==> src/rtl/core_pkg.sv <==
// Shared core types and widths: data width, byte-mask width, and the
// memory request source tag carried through the arbiter's ID FIFO.
package core_pkg;

  localparam int Xlen     = 32;
  localparam int MaskBits = Xlen / 8;

  typedef enum logic {
    SrcFetch,
    SrcData
  } mem_src_e;

endpackage

==> src/rtl/mem_arb_id_fifo.sv <==
// Source-ID FIFO for the memory arbiter: remembers which port issued each
// outstanding request so responses can be steered back in order.
module mem_arb_id_fifo
  import core_pkg::*;
#(
  parameter int Depth = 2
) (
  input  logic     clk_i,
  input  logic     rst_ni,
  input  logic     push_i,
  input  mem_src_e data_i,
  input  logic     pop_i,
  output logic     full_o,
  output logic     empty_o,
  output mem_src_e head_o
);

  localparam int AW = $clog2(Depth);
  localparam logic [AW:0] PtrOne = {{AW{1'b0}}, 1'b1};

  logic [AW:0] r_wr_ptr;
  logic [AW:0] r_rd_ptr;
  mem_src_e    r_mem [Depth];

  logic w_do_push;
  logic w_do_pop;

  assign w_do_push = push_i && !full_o;
  assign w_do_pop  = pop_i && !empty_o;

  // Extra pointer MSB distinguishes full from empty when the indices match.
  assign empty_o = (r_wr_ptr == r_rd_ptr);
  assign full_o  = (r_wr_ptr[AW] != r_rd_ptr[AW]) &&
                   (r_wr_ptr[AW-1:0] == r_rd_ptr[AW-1:0]);
  assign head_o  = r_mem[r_rd_ptr[AW-1:0]];

  always_ff @(posedge clk_i) begin
    if (!rst_ni) begin
      r_wr_ptr <= '0;
      r_rd_ptr <= '0;
    end else begin
      if (w_do_push) begin
        r_wr_ptr <= r_wr_ptr + PtrOne;
      end
      if (w_do_pop) begin
        r_rd_ptr <= r_rd_ptr + PtrOne;
      end
    end
  end

  always_ff @(posedge clk_i) begin
    if (w_do_push) begin
      r_mem[r_wr_ptr[AW-1:0]] <= data_i;
    end
  end

endmodule

==> src/rtl/mem_arbiter.sv <==
// Two-port (fetch/data) memory arbiter with in-order response steering.
// Define MEM_ARBITER_ROUND_ROBIN_EN for round-robin; default is data-port priority.
module mem_arbiter
  import core_pkg::*;
#(
  parameter int OutstandingDepth = 2
) (
  input  logic                clk_i,
  input  logic                rst_ni,

  input  logic                m0_valid_i,
  output logic                m0_ready_o,
  input  logic [Xlen-1:0]     m0_addr_i,
  input  logic [Xlen-1:0]     m0_wdata_i,
  input  logic [MaskBits-1:0] m0_wmask_i,
  output logic [Xlen-1:0]     m0_rdata_o,
  output logic                m0_rvalid_o,

  input  logic                m1_valid_i,
  output logic                m1_ready_o,
  input  logic [Xlen-1:0]     m1_addr_i,
  input  logic [Xlen-1:0]     m1_wdata_i,
  input  logic [MaskBits-1:0] m1_wmask_i,
  output logic [Xlen-1:0]     m1_rdata_o,
  output logic                m1_rvalid_o,

  output logic                mem_valid_o,
  input  logic                mem_ready_i,
  output logic [Xlen-1:0]     mem_addr_o,
  output logic [Xlen-1:0]     mem_wdata_o,
  output logic [MaskBits-1:0] mem_wmask_o,
  input  logic [Xlen-1:0]     mem_rdata_i,
  input  logic                mem_rvalid_i,

  output logic                err_o
);

  typedef enum logic {
    StOpen,
    StLocked
  } arb_state_e;

  arb_state_e r_state;
  mem_src_e   r_lock_src;
  logic       r_err;
`ifdef MEM_ARBITER_ROUND_ROBIN_EN
  mem_src_e   r_rr_prefer;
`endif

  mem_src_e w_grant;
  mem_src_e w_head;
  logic     w_grant_valid;
  logic     w_issue_ok;
  logic     w_accept;
  logic     w_pop;
  logic     w_full;
  logic     w_empty;

  // A stalled (Locked) request keeps the grant so the downstream sees a stable request.
  always_comb begin
    w_grant = SrcData;
    if (r_state == StLocked) begin
      w_grant = r_lock_src;
    end else if (m0_valid_i && !m1_valid_i) begin
      w_grant = SrcFetch;
`ifdef MEM_ARBITER_ROUND_ROBIN_EN
    end else if (m0_valid_i && m1_valid_i) begin
      w_grant = r_rr_prefer;
`endif
    end
  end

  assign w_grant_valid = (w_grant == SrcData) ? m1_valid_i : m0_valid_i;
  assign w_issue_ok    = rst_ni && !w_full;
  assign mem_valid_o   = w_issue_ok && w_grant_valid;
  assign w_accept      = mem_valid_o && mem_ready_i;

  assign m0_ready_o = w_issue_ok && (w_grant == SrcFetch) && mem_ready_i;
  assign m1_ready_o = w_issue_ok && (w_grant == SrcData) && mem_ready_i;

  assign mem_addr_o  = (w_grant == SrcData) ? m1_addr_i  : m0_addr_i;
  assign mem_wdata_o = (w_grant == SrcData) ? m1_wdata_i : m0_wdata_i;
  assign mem_wmask_o = (w_grant == SrcData) ? m1_wmask_i : m0_wmask_i;

  // Responses with nothing outstanding are dropped here and flagged via err_o.
  assign w_pop       = mem_rvalid_i && !w_empty;
  assign m0_rvalid_o = rst_ni && w_pop && (w_head == SrcFetch);
  assign m1_rvalid_o = rst_ni && w_pop && (w_head == SrcData);
  assign m0_rdata_o  = mem_rdata_i;
  assign m1_rdata_o  = mem_rdata_i;
  assign err_o       = r_err;

  mem_arb_id_fifo #(
    .Depth (OutstandingDepth)
  ) u_id_fifo (
    .clk_i   (clk_i),
    .rst_ni  (rst_ni),
    .push_i  (w_accept),
    .data_i  (w_grant),
    .pop_i   (w_pop),
    .full_o  (w_full),
    .empty_o (w_empty),
    .head_o  (w_head)
  );

  always_ff @(posedge clk_i) begin
    if (!rst_ni) begin
      r_state    <= StOpen;
      r_lock_src <= SrcData;
      r_err      <= 1'b0;
`ifdef MEM_ARBITER_ROUND_ROBIN_EN
      r_rr_prefer <= SrcData;
`endif
    end else begin
      if (mem_rvalid_i && w_empty) begin
        r_err <= 1'b1;
      end
`ifdef MEM_ARBITER_ROUND_ROBIN_EN
      if (w_accept) begin
        r_rr_prefer <= (w_grant == SrcData) ? SrcFetch : SrcData;
      end
`endif
      case (r_state)
        StOpen: begin
          if (mem_valid_o && !mem_ready_i) begin
            r_state    <= StLocked;
            r_lock_src <= w_grant;
          end
        end
        StLocked: begin
          if (w_accept) begin
            r_state <= StOpen;
          end
        end
        default: r_state <= StOpen;
      endcase
    end
  end

endmodule
==> config.mk <==
export PLATFORM = sky130hd
export DESIGN_NAME = mem_arbiter
export DESIGN_NICKNAME = d
export VERILOG_FILES = /design/src/rtl/core_pkg.sv /design/src/rtl/mem_arb_id_fifo.sv /design/src/rtl/mem_arbiter.sv
export SDC_FILE = /design/constraint.sdc
export NUM_CORES = 1
export LEC_CHECK = 0
export BUFFER_PORTS_ARGS = -buffer_cell sky130_fd_sc_hd__buf_2
export CORE_AREA = 2 2 123 125
export DETAILED_ROUTE_END_ITERATION = 10
export DIE_AREA = 0 0 125 127
export REMOVE_ABC_BUFFERS = 1
export SLEW_MARGIN = 20
export SYNTH_ARGS = -nofsm -noshare
export SYNTH_HDL_FRONTEND = slang
export SYNTH_HIERARCHICAL = 1
export SYNTH_SLANG_ARGS = --single-unit
export TNS_END_PERCENT = 10
==> constraint.sdc <==
create_clock -name clk_i -period 2.4 [get_ports clk_i]
set_clock_uncertainty 0.2 [all_clocks]
set_input_delay 0.24 -clock clk_i [delete_from_list [all_inputs] [get_ports clk_i]]
set_output_delay 0.24 -clock clk_i [all_outputs]
set_load 0.01 [all_outputs]
=== After elaboration in Yosys (flattened, before gate mapping) ===
Memory sizes are Yosys's and may differ from the RTL's. A register that Yosys moved wholly into a read port is not among the register bits.
Cells that the tools add are included.

* Input bits: 174
* Logic and storage cells: 49
* Register bits after elaboration: 7
* Bits in read-only memories: 0
* Memories kept: 1
* Bits in latches: 0
* Bits in writable memories: 2

* Multiplexer cells: 13
* Magnitude comparators: 0
* Bitwise operators: 3
* Equality and inequality tests: 3
* Div/mod/pow operators: 0
* Shift operators: 0
* Reduce and logical (&&, ||, !) cells: 22
* Multipliers: 0
* Add/sub/neg operators: 2

{| class="wikitable"
|+ Memory list
! name !! words !! bits a word !! rd ports !! clocked after memory_dff !! write ports !! line !! source
|-
| u_id_fifo.r_mem || 2 || 1 || 1 || 1 || 1 || mem_arb_id_fifo.sv:23 || <nowiki>mem_src_e r_mem [Depth];</nowiki>
|}

{| class="wikitable"
|+ Operators with widths
! operator !! number
|-
| $mux W32 || 2
|-
| $logic_and A1 B1 Y1 || 17
|-
| $mux W1 || 9
|-
| $add A2 B1 Y2 const B || 2
|-
| $logic_not A1 Y1 || 4
|-
| $mux W4 || 1
|-
| $not A1 Y1 || 3
|-
| $eq A2 B2 Y1 || 1
|-
| $pmux W1 S2 || 1
|-
| $reduce_and A2 Y1 || 1
|-
| $eq A1 B1 Y1 || 1
|-
| $ne A1 B1 Y1 || 1
|}

=== Depth between registers and ports, before layout ===
* Word-level depth: 10
* Gate-level depth with buffers: 9

=== Hierarchy ===
The synthesis kept the hierarchy.

{| class="wikitable"
|+ Modules (own cells, without submodules)
! module !! area an instance (µm²) !! instances !! seq. area each (µm²) !! cells each
|-
| mem_arbiter || 1491.4 || 1 || 60.1 || 166
|-
| mem_arb_id_fifo || 352.8 || 1 || 160.2 || 38
|}

=== Worst setup path before layout ===
OpenSTA, ideal clock, no wires.

* Path type: flip-flop to flip-flop
* Start point: reg u_id_fifo.r_wr_ptr[0]
* End point: mem u_id_fifo/r_mem[1] (netlist name) (enable)
* Path buffers: 1
* Stages on the path, launching flop included: 9
* Clock period less this slack: 2.096 ns
* Slack: 0.304 ns
* Data arrival time: 1.592 ns
* Path through: dfxtp_1 -> clkbuf_1 -> xor2_1 -> nor2_1 -> inv_1 -> nand3_1 -> a211oi_1 -> nand2_1 -> a21oi_1

* Cells in the longest elaborated chain, start to end: 9

{| class="wikitable"
|+ RTL lines
! element !! line !! source
|-
| from (decl) || mem_arb_id_fifo.sv:21 || <nowiki>logic [AW:0] r_wr_ptr;</nowiki>
|-
| from (signal assigned) || mem_arb_id_fifo.sv:43 || <nowiki>r_wr_ptr <= r_wr_ptr + PtrOne;</nowiki>
|-
| $eq A1 B1 Y1 || mem_arb_id_fifo.sv:34 || <nowiki>(r_wr_ptr[AW-1:0] == r_rd_ptr[AW-1:0]);</nowiki>
|-
| $logic_and A1 B1 Y1 || mem_arb_id_fifo.sv:33 || <nowiki>assign full_o = (r_wr_ptr[AW] != r_rd_ptr[AW]) &&</nowiki>
|-
| named net w_full || mem_arbiter.sv:56 || <nowiki>logic w_full;</nowiki>
|-
| $logic_not A1 Y1 || mem_arbiter.sv:74 || <nowiki>assign w_issue_ok = rst_ni && !w_full;</nowiki>
|-
| $logic_and A1 B1 Y1 || mem_arbiter.sv:74 ||
|-
| $logic_and A1 B1 Y1 || mem_arbiter.sv:75 || <nowiki>assign mem_valid_o = w_issue_ok && w_grant_valid;</nowiki>
|-
| $logic_and A1 B1 Y1 || mem_arbiter.sv:76 || <nowiki>assign w_accept = mem_valid_o && mem_ready_i;</nowiki>
|-
| named net w_accept || mem_arbiter.sv:54 || <nowiki>logic w_accept;</nowiki>
|-
| $logic_and A1 B1 Y1 || mem_arb_id_fifo.sv:28 || <nowiki>assign w_do_push = push_i && !full_o;</nowiki>
|-
| $mux W1 || mem_arb_id_fifo.sv:52 || <nowiki>if (w_do_push) begin</nowiki>
|-
| $mux W1 (not written as such) || mem_arb_id_fifo.sv:53 || <nowiki>r_mem[r_wr_ptr[AW-1:0]] <= data_i;</nowiki>
|-
| to (decl) || mem_arb_id_fifo.sv:23 ||
|}

The timed path passes the listed nets, and every way through them passes these cells.

==> metrics.txt <==
mean post-synth cell area between 9 and 10 um^2; worst-case hold path end point err_o$_SDFFE_PN0P_; placer congestion estimate 0.9248; All-Layer GR Usage between 10% and 20%; x dimension of the die 125 um; I/O pin cnt around 310; worst r2r path cells 8; tightest hold margin 0.05259 ns; count of yosys warnings during synthesis 6; Setup crit end kind output pin; clock transition at the register clock pins on the worst setup and hold paths after CTS 0.04 ns; initial antenna violation count 3; Max Clk Rate ~0.45 GHz; latest clock arrival within the worst-skew pair roughly 0.24 ns; Final min period approximately 2.2 ns; signal arrival time at the worst endpoint 1.80 ns; number of rows in the core area 44; Power Dens Cells roughly 370 mW/mm^2; post-synth design cell area between 0.0015 and 0.002 mm^2; clock root buffer sky130_fd_sc_hd__clkbuf_16; CP Max Fanout 44; standby leakage power about 1.4 nW; Slew Limit Headroom between 70% and 80%; vias in the first global route roughly 2200; number of buffers between clock root and the deepest sink 2; status finished, final reports clean; post-route cell area 0.002768 mm^2; share of synthesized area occupied by flip-flops and latches a little under an eighth; final layout net count about 530; Least-Margin Pin Slew slightly above 0.3 ns; drt total wl roughly 14 mm; Reg2Reg Setup Slack between 0.2 and 0.3 ns; worst hold path type in2reg; Post-DP HPWL between 10 and 15 mm; Hold Path Stages 3; Post-synth EDFFs 2; violation count after the first detailed-routing iteration 78; first-pass detailed-route iteration total 4; number of sinks on the clock net 10; share of flip-flops with an asynchronous set or reset 0%; first-pass GRT wire length ~19 mm; DR vias 2188; effective utilization at floorplan about an eighth; total gr overflow 0; unrepaired setup endpoints after global routing false; Core Region ~0.014 mm^2; number of pins exceeding their max-slew limit in the final report 0; Max VDD drop around 0.00013 V; number of hold violations in the final report 0; post-CTS setup buffers 0; CP required 1.96 ns; distinct cell type count after synthesis 29; Die ar. 0.01588 mm^2; pin count of the biggest net entering global routing 45; final setup violation count 0; worst reg2reg path startpoint u_id_fifo/r_rd_ptr[1]$_SDFFE_PN0P_; share of cells above drive strength 1 approximately 80%; height of the die between 100 and 150 um; number of maximum-capacitance violations 0; Via density about 4.1; number of H-tree levels 1; RR Endpoint u_id_fifo/r_mem[1]$_DFFE_PP_; commonest register cell after synthesis sky130_fd_sc_hd__dfxtp_1; layout filler cell count 1646; mean routed wirelength per cell 26.54 um; Area after DPL ~0.0027 mm^2; clock tree from TritonCTS built; total CTS buffers 3; CP Class reg2out; number of instances in the synthesized netlist a little over 200; origin of the worst min-delay path mem_rvalid_i; ratio of final minimum period to clock period between 90% and 100%; DRC 0; Worst Setup Start Kind register; post-synthesis sequential element count 10; count of port buffers added during placement 215; post-synthesis to final-layout area growth 50.07%; remaining antenna violation count after routing 0
-- cells in the final DEF (no fill, tap or decap), drive strengths merged --
master,n
a221o,1
and3,2
xor2,2
a21oi,7
buf,219
inv,3
xnor2,1
nand3,4
edfxtp,2
nand2,4
a211oi,1
diode,2
nand2b,3
nand3b,1
or2,1
clkbuf,3
nor3,1
clkinv,1
nor2b,2
o21ba,1
and4,1
a311oi,2
mux2i,2
mux2,69
a31oi,3
dfxtp,8
nor2,10
-- cell families (layout without fill, tap and decap cells) --
family	Yosys count	count (layout)	share of synthesized area, %
buffers and inverters	76	226	29.04
multiplexers	71	71	43.22
AND/OR/NAND/NOR	29	29	8.005
AO/OA/AOI/OAI	15	15	5.971
flip-flops	10	10	11.94
XOR/XNOR	3	3	1.832
other	0	2	0
-- worst max-delay path by stage --
| stage | startpoint | end | cells past startpoint |
|---|---|---|---|
| floorplan | register | mem_addr_o[10] | 3 |
| global placement | u_id_fifo/r_wr_ptr[0]$_SDFFE_PN0N_ | u_id_fifo/r_mem[1]$_DFFE_PP_ | 8 |
| detailed placement | u_id_fifo/r_wr_ptr[0]$_SDFFE_PN0N_ | u_id_fifo/r_mem[1]$_DFFE_PP_ | 8 |
| CTS | u_id_fifo/r_rd_ptr[1]$_SDFFE_PN0P_ | m1_rvalid_o | 5 |
| global route | u_id_fifo/r_rd_ptr[1]$_SDFFE_PN0P_ | u_id_fifo/r_wr_ptr[0]$_SDFFE_PN0N_ | 9 |
| finish | register | mem_wdata_o[4] | 5 |
-- synthesized netlist by cell type, types with 2 or more instances --
library cell | n | area share (%)
sky130_fd_sc_hd__dfxtp_1 | 8 | 8.7
sky130_fd_sc_hd__mux2i_1 | 2 | 1.1
sky130_fd_sc_hd__a31oi_1 | 3 | 1.0
sky130_fd_sc_hd__nor2_1 | 10 | 2.0
sky130_fd_sc_hd__nand3_1 | 4 | 1.1
sky130_fd_sc_hd__nand2b_1 | 3 | 1.0
sky130_fd_sc_hd__edfxtp_1 | 2 | 3.3
sky130_fd_sc_hd__nand2_1 | 4 | 0.81
sky130_fd_sc_hd__a21oi_1 | 6 | 1.6
sky130_fd_sc_hd__a311oi_1 | 2 | 0.95
sky130_fd_sc_hd__nor2b_1 | 2 | 0.68
sky130_fd_sc_hd__and3_1 | 2 | 0.68
sky130_fd_sc_hd__buf_4 | 64 | 26
sky130_fd_sc_hd__inv_1 | 3 | 0.61
sky130_fd_sc_hd__mux2_1 | 12 | 7.3
sky130_fd_sc_hd__mux2_2 | 57 | 35
sky130_fd_sc_hd__buf_2 | 8 | 2.2
-- layer usage --
metal / part of all wire [%] / up-vias / track usage [%]
met1: 30 / 945 / 14.72
met5: 0.67 / - / 4.954
met4: 2.8 / 4 / 5.621
li1: - / 947 / -
met3: 25 / 19 / 18.68
met2: 42 / 273 / 26.37
-- layout make-up --
class	count	area [um^2]	area share [%]
multi-input cells	118	1091	39.42
well taps	184	230.2	8.318
repair buffers	219	1131	40.87
diodes	2	5.005	0.1808
clock buffers	3	75.07	2.712
clock inverters	1	3.754	0.1356
flip-flops and latches	10	220.2	7.957
inverters	3	11.26	0.4069
-- per-stage QoR --
step | setup TNS, ns | std cells | setup WS (ns) | utilization [%] | power [W]
after floorplan | -10.14 | 131 | -0.1524 | - | 0.0004304
after global placement | 0 | 534 | 0.3820 | 18.59 | 0.0007336
after detailed placement | 0 | 534 | 0.3401 | 18.59 | 0.0007354
after CTS | 0 | 538 | 0.09953 | 19.14 | 0.001043
after global routing | 0 | 539 | 0.03671 | 19.17 | 0.001094
final | 0 | 540 | 0.1627 | 19.19 | 0.001028
-- repair_timing --
action | 4_1_cts | 5_1_grt
setup endpoints to repair | 0 | 2
hold buffers | 0 | 0
resized for setup | 0 | 1
-- where the power goes --
group	internal (W)	total, W	switching [W]	leakage (nW)
clock network	0.000219	0.000301	0.0000819	0.0385
registers	0.000180	0.000187	0.00000714	0.0829
logic	0.000277	0.000540	0.000264	1.29
-- worst max-delay path: stages (launching register included) --
cell	delay (ns)
sky130_fd_sc_hd__dfxtp_1	0.40
sky130_fd_sc_hd__nor2_1	0.10
sky130_fd_sc_hd__a21oi_4	0.22
sky130_fd_sc_hd__buf_12	0.26
sky130_fd_sc_hd__mux2_2	0.38
sky130_fd_sc_hd__buf_2	0.16
(Power assumes the default switching activity.)
